### src/rtl/controle_pwm_motores_if.sv
// Write/stop bus between the operator logic and the motor PWM controller.
// The master drives select, speed, write strobe and emergency stop.
interface controle_pwm_motores_if #(
   parameter int LARGURA_S = 2,
   parameter int LARGURA_V = 4
);
   logic [LARGURA_S-1:0] S;
   logic [LARGURA_V-1:0] V;
   logic                 Escreve;
   logic                 Parar;

   modport master (
      output S,
      output V,
      output Escreve,
      output Parar
   );

   modport slave (
      input S,
      input V,
      input Escreve,
      input Parar
   );
endinterface

### src/rtl/controle_pwm_motores.sv
// Per-motor target/duty registers with soft-start ramp, shared-period PWM
// generation and an all-motor emergency stop.
module controle_pwm_motores #(
   parameter int N_MOTORES = 4,
   parameter int LARGURA_S = 2,
   parameter int LARGURA_V = 4,
   parameter int DIV_RAMPA = 16
) (
   input  logic                           clk,
   input  logic                           rst,
   controle_pwm_motores_if.slave          bus,
   output logic [N_MOTORES-1:0]           Pwm,
   output logic [N_MOTORES*LARGURA_V-1:0] Velocidade_atual,
   output logic [N_MOTORES-1:0]           Em_rampa
);

   localparam int LARGURA_P = (DIV_RAMPA > 1) ? $clog2(DIV_RAMPA) : 1;
   localparam logic [LARGURA_V-1:0] CNT_MAX = LARGURA_V'((2**LARGURA_V) - 2);
   localparam logic [LARGURA_V-1:0] UM_V    = LARGURA_V'(1);
   localparam logic [LARGURA_P-1:0] PRE_MAX = LARGURA_P'(DIV_RAMPA - 1);
   localparam logic [LARGURA_P-1:0] UM_P    = LARGURA_P'(1);

   logic [LARGURA_V-1:0] r_cnt;
   logic [LARGURA_P-1:0] r_pre;
   logic [LARGURA_V-1:0] r_alvo [N_MOTORES];
   logic [LARGURA_V-1:0] r_duty [N_MOTORES];
   logic [N_MOTORES-1:0] r_pwm;
   logic                 w_tick;

   assign w_tick = (r_pre == PRE_MAX);

   // The period counter keeps running through an emergency stop.
   always_ff @(posedge clk) begin
      if (rst) begin
         r_cnt <= '0;
         r_pre <= '0;
         r_pwm <= '0;
         for (int i = 0; i < N_MOTORES; i++) begin
            r_alvo[i] <= '0;
            r_duty[i] <= '0;
         end
      end else begin
         r_cnt <= (r_cnt == CNT_MAX) ? '0 : r_cnt + UM_V;
         if (bus.Parar) begin
            r_pre <= '0;
            r_pwm <= '0;
            for (int i = 0; i < N_MOTORES; i++) begin
               r_alvo[i] <= '0;
               r_duty[i] <= '0;
            end
         end else begin
            r_pre <= w_tick ? '0 : r_pre + UM_P;
            for (int i = 0; i < N_MOTORES; i++) begin
               r_pwm[i] <= (r_cnt < r_duty[i]);
               if (w_tick) begin
                  if (r_duty[i] < r_alvo[i])
                     r_duty[i] <= r_duty[i] + UM_V;
                  else if (r_duty[i] > r_alvo[i])
                     r_duty[i] <= r_duty[i] - UM_V;
               end
               if (bus.Escreve && (bus.S == LARGURA_S'(i)))
                  r_alvo[i] <= bus.V;
            end
         end
      end
   end

   assign Pwm = r_pwm;

   for (genvar g = 0; g < N_MOTORES; g++) begin : g_saida
      assign Velocidade_atual[g*LARGURA_V +: LARGURA_V] = r_duty[g];
      assign Em_rampa[g] = (r_duty[g] != r_alvo[g]);
   end

endmodule
### src/flat_wrapper.sv
// flat-port wrapper written by rule: the top's interface ports become plain ports
module controle_pwm_motores_flat 
#(
   parameter int N_MOTORES = 4,
   parameter int LARGURA_S = 2,
   parameter int LARGURA_V = 4,
   parameter int DIV_RAMPA = 16
)
  (clk, rst, Pwm, Velocidade_atual, Em_rampa, bus_S, bus_V, bus_Escreve, bus_Parar);
  controle_pwm_motores_if #(.LARGURA_S(LARGURA_S), .LARGURA_V(LARGURA_V)) bus_i ();
  input  logic clk;
  input  logic rst;
  output logic [N_MOTORES-1:0] Pwm;
  output logic [N_MOTORES*LARGURA_V-1:0] Velocidade_atual;
  output logic [N_MOTORES-1:0] Em_rampa;
  input wire logic [$bits(bus_i.S)-1:0] bus_S;
  input wire logic [$bits(bus_i.V)-1:0] bus_V;
  input wire logic [$bits(bus_i.Escreve)-1:0] bus_Escreve;
  input wire logic [$bits(bus_i.Parar)-1:0] bus_Parar;
  assign bus_i.S = bus_S;
  assign bus_i.V = bus_V;
  assign bus_i.Escreve = bus_Escreve;
  assign bus_i.Parar = bus_Parar;
  controle_pwm_motores #(.N_MOTORES(N_MOTORES), .LARGURA_S(LARGURA_S), .LARGURA_V(LARGURA_V), .DIV_RAMPA(DIV_RAMPA)) u_core (.clk(clk), .rst(rst), .bus(bus_i), .Pwm(Pwm), .Velocidade_atual(Velocidade_atual), .Em_rampa(Em_rampa));
endmodule
### config.mk
export PLATFORM = sky130hd
export DESIGN_NAME = controle_pwm_motores_flat
export DESIGN_NICKNAME = d
export VERILOG_FILES = /design/src/rtl/controle_pwm_motores_if.sv /design/src/rtl/controle_pwm_motores.sv /design/src/flat_wrapper.sv
export SDC_FILE = /design/constraint.sdc
export NUM_CORES = 1
export LEC_CHECK = 0
export BUFFER_PORTS_ARGS = -buffer_cell sky130_fd_sc_hd__buf_2
export CORE_MARGIN = 3
export CORE_UTILIZATION = 46
export CTS_BUF_LIST = sky130_fd_sc_hd__clkbuf_8
export CTS_CLUSTER_SIZE = 16
export DETAILED_ROUTE_END_ITERATION = 7
export GPL_ROUTABILITY_DRIVEN = 0
export GPL_TIMING_DRIVEN = 0
export PLACE_DENSITY_LB_ADDON = 0.1
export SYNTH_ARGS = -nofsm -noshare
export SYNTH_HDL_FRONTEND = slang
export SYNTH_SLANG_ARGS = --single-unit
### constraint.sdc
create_clock -name clk -period 5.8 [get_ports clk]
set_clock_uncertainty 0.05 [all_clocks]
set_input_delay 0.58 -clock clk [delete_from_list [all_inputs] [get_ports clk]]
set_output_delay 0.58 -clock clk [all_outputs]
set_load 0.05 [all_outputs]
* Word-level counts from Yosys, hierarchy flattened
Memories as Yosys holds them, arrays and structs flattened.
Index checks and enable logic that the tools add are counted.
** Word-level totals
- Bits in read-only memories :: 0
- RAM bits :: 32
- Logic and storage cells :: 149
- Bits in latches :: 0
- Memories kept :: 2
- Register bits :: 12
- Output and inout port bits :: 24
- Input bits :: 10
** Memories
- u_core.r_alvo :: depth 4, width 4, rd ports 4, clocked after Yosys merged registers in 0, wr ports 4, line controle_pwm_motores.sv:25 : logic [LARGURA_V-1:0] r_alvo [N_MOTORES];
- u_core.r_duty :: depth 4, width 4, rd ports 4, clocked after Yosys merged registers in 0, wr ports 4, line controle_pwm_motores.sv:26 : logic [LARGURA_V-1:0] r_duty [N_MOTORES];
** Cells by class
- Eq/ne operators :: 9
- Shifts and indexed selects :: 0
- Add/sub/neg operators :: 10
- Bitwise operators :: 20
- Multiply operators :: 0
- Magnitude comparators :: 12
- Muxes and demuxes :: 85
- Divide/modulo/power cells :: 0
- Reductions and logical operators :: 8
** Operator list (number)
- $mux 4 :: 20
- $mux 1 :: 65
- $lt 4x4->1 :: 8
- $add 4x1->4 const B :: 6
- $or 1x1->1 :: 20
- $gt 4x4->1 :: 4
- $ne 4x4->1 :: 4
- $sub 4x1->4 const B :: 4
- $eq 4x4->1 const B :: 2
- $eq 2x2->1 const B :: 2
- $logic_and 1x1->1 :: 4
- $reduce_or 2->1 :: 2
- $reduce_or 3->1 :: 1
- $eq 2x1->1 const B :: 1
- $logic_not 2->1 :: 1

* Depth between registers and ports, before layout
- Depth after elaboration :: 8
- Gate-level depth with buffers :: 15
- Gate-level depth less buffers :: 15

* Worst setup path before layout
Ideal clock, no wire load.
- Path kind :: reg-to-reg
- Start :: mem u_core.r_duty[1][0]
- End :: mem u_core.r_duty[2][2] (data pin)
- Period minus slack after synthesis :: 3096 ps
- Data arrival time :: 2762 ps
- Setup time :: 284 ps
- Setup slack :: 2704 ps
- Stages on the path, launching flop included :: 9
- Path through :: edfxtp_1 -> inv_1 -> ha_1 -> nand4_1 -> a31o_2 -> a21oi_1 -> a211oi_4 -> a221oi_1 -> a21oi_1
** RTL lines (line)
- start, declared :: controle_pwm_motores.sv:26

==> results_dict.tcl <==
set metrics [dict create \
    status "completed" \
    fp.dieW_um 84.58 \
    htreeDepth 2 \
    post_cts_resize_count 0 \
    drcViolationCount 0 \
    multi_input_area_sq_um 1518 \
    finalSetupViolCount 0 \
    synth.mux.area_fraction_pct 0.3524 \
    min_period_over_period_pct 51.14 \
    synth-compound-area-share_pct 16.26 \
    power.total_uw 722.4 \
    cp_max_fo 10 \
    cts_sinks 44 \
    grt_usage_pct 17.36 \
    rows 27 \
    setup_tns_ps 0 \
    post_cts_buffers 0 \
    ant_nets 0 \
    grt_pass1_wl_um 10040 \
    drt-initial-drc-count 93 \
    syn_area_sq_um 2840 \
    io_buffers 33 \
    drt-pass1-iter-count 4 \
    fmaxAchievable_ghz 0.3371 \
    antenna_found_initial 0 \
    fill_cells 544 \
    ys.flop_type "edfxtp_1" \
    fin_area_sq_um 3177 \
    synth_most_common_cell "ha_1" \
    synthArstFlopShare_pct 0 \
    ioPinCount 34 \
    start_kind "primary input" \
    cts_tree "built" \
    grt_start_max_net_pins 14 \
    required_ps 5790 \
    synth_edf_count 28 \
    cts_buffer_depth 2 \
    synth_fa_ha_area_share_pct 17.89 \
    arrival_ps 2960 \
    synth_xor_area_share_pct 0.9251 \
    yosysSeqAreaShare_pct 40.88 \
    clk_pin_slew_ps 80 \
    drv_slew 0 \
    areaGrowthSynthToFinish_pct 11.85 \
    whs_ps 421.9 \
    synth_top_family_by_area "simple AND/OR/NAND/NOR gates" \
    core-area_sq_um 5743 \
    p_per_area_nw_per_um2 227.4 \
    synth_nets 343 \
    dieArea_sq_um 7153 \
    drive_above_1_share_pct 14.07 \
    dp_hpwl_um 4385 \
    synth-simple-area-share_pct 18.02 \
    grt-ovfl-total 0 \
    syn_inst 293 \
    p_leak_nw 1.374 \
    insertedDiodeCount 0 \
    ys_ff_latch 44 \
    dpl_cell_area_sq_um 3095 \
    vdd_drop_max_uv 151.0 \
    tightest_slew_ps 695.6 \
    slew_headroom_pct 53.46 \
    nets 383 \
    clkLatencyLatePin_ps 290 \
    regArea_sq_um 1161 \
    via_count 2201 \
    synth_area_leaders "edfxtp_1, ha_1, dfxtp_1" \
    cts_hold_buffers 0 \
    grt_pass1_vias 2116 \
    drv_cap 0 \
    synth_area_per_cell_sq_um 9.694 \
    routedWlPerCell_um 14.42 \
    yosysTopAreaCell "edfxtp_1" \
    finalWirelength_um 5855 \
    critPathKind "primary input to flip-flop" \
    yosys_warnings 0 \
    final.min_clock_period_ps 2966 \
    numCtsBuffers 5 \
    vias_per_cell 5.421 \
    yosys-top-cells-count "ha_1, inv_1, edfxtp_1" \
    hold_violations 0 \
    start_util_pct 49.46 \
    fp.dieH_um 84.58 \
    rsz0062_at_grt "false" \
    timing.reg2reg.setup_slack_ps 2860 \
    clockRootBuffer "clkbuf_8" \
    hp-class "flip-flop to flip-flop" \
    crit_path_end_kind "flip-flop" \
    ys_types 46 \
    synth_top_area_share_pct 29.60 \
]
power breakdown:
| group | leakage (nW) | switching (mW) | internal (mW) |
|---|---|---|---|
| Combinational | 0.884 | 0.114 | 0.0544 |
| Clock | 0.0505 | 0.104 | 0.0813 |
| Sequential | 0.439 | 0.0185 | 0.350 |
| Total | 1.37 | 0.237 | 0.486 |
routing by layer:
metal,track usage [%],wire (um)
met5,0,0
met4,4.892,65
met2,27.12,2660
met3,3.140,304
met1,24.65,2825
through the flow:
step	util, %	instances	worst slack (ps)
2_1_floorplan	-	293	2704
3_3_place_gp	53.90	398	2572
3_5_place_dp	53.90	398	2526
4_1_cts	55.32	406	2838
5_1_grt	55.32	406	2640
6_report	55.32	406	2834
final cells by class:
class,instances,area share (%)
multi-input cells,210,47.77
plain buffers,3,0.8271
repair buffers,33,5.199
flip-flops and latches,44,36.55
well taps,72,2.836
clock buffers,5,2.166
inverters,36,4.254
clock inverters,3,0.3939
flip-flops by register name (all words and copies together), names as in the netlist:
signal	flops
u_core.r_pre	4
u_core.r_alvo	16
u_core.r_cnt	4
u_core.r_duty	16
u_core.Pwm	4
final timing paths:
kind	start	endpoint	cells after the start
worst max-delay path	rst	u_core.r_duty[3][3]$_SDFFCE_PN0P_	14
worst min-delay path	u_core.r_pre[0]$_SDFF_PP0_	u_core.r_pre[0]$_SDFF_PP0_	1
worst max register to register	u_core.r_duty[3][1]$_SDFFCE_PN0P_	u_core.r_duty[3][3]$_SDFFCE_PN0P_	14
worst min register to register	u_core.r_pre[0]$_SDFF_PP0_	u_core.r_pre[0]$_SDFF_PP0_	1
layout by cell type (no fill, tap or decap), types with 2 or more instances in the layout:
master and n:
inv_1 38, nor3b_1 2, edfxtp_1 28, o22ai_1 2, dfxtp_1 16, a21oi_1 21
nor2b_1 3, o211ai_1 4, and2_1 14, nor3_1 4, and4_1 2, nand3_1 6
a31o_2 2, a21boi_0 6, buf_6 2, o21ai_0 15, or3_1 4, nor2_1 19
a211oi_1 6, a2bb2oi_1 2, nand4_1 4, and3_1 2, xnor2_1 2, clkbuf_8 5
buf_2 33, nand4b_1 2, nand2b_1 10, nand2_1 19, ha_1 39, a221oi_1 3
critical path, cell delays in order:
cell     delay [ps]
buf_2           160
or2_1           230
buf_6           140
or2_0           230
buf_6           160
or3_1           390
inv_1           100
ha_1            230
a21o_1          160
a21oi_1         170
xnor2_1         160
nor2_1           60
mux2i_1         140
nor2_1           60
cell families after synthesis:
group                    count (synthesis)
multiplexers                             1
AO/OA/AOI/OAI                           70
adder cells (fa/ha/maj)                 40
AND/OR/NAND/NOR                         96
buffers and inverters                   39
XOR/XNOR                                 3
flip-flops                              44
Note: power is estimated with default switching activity, not from simulation.
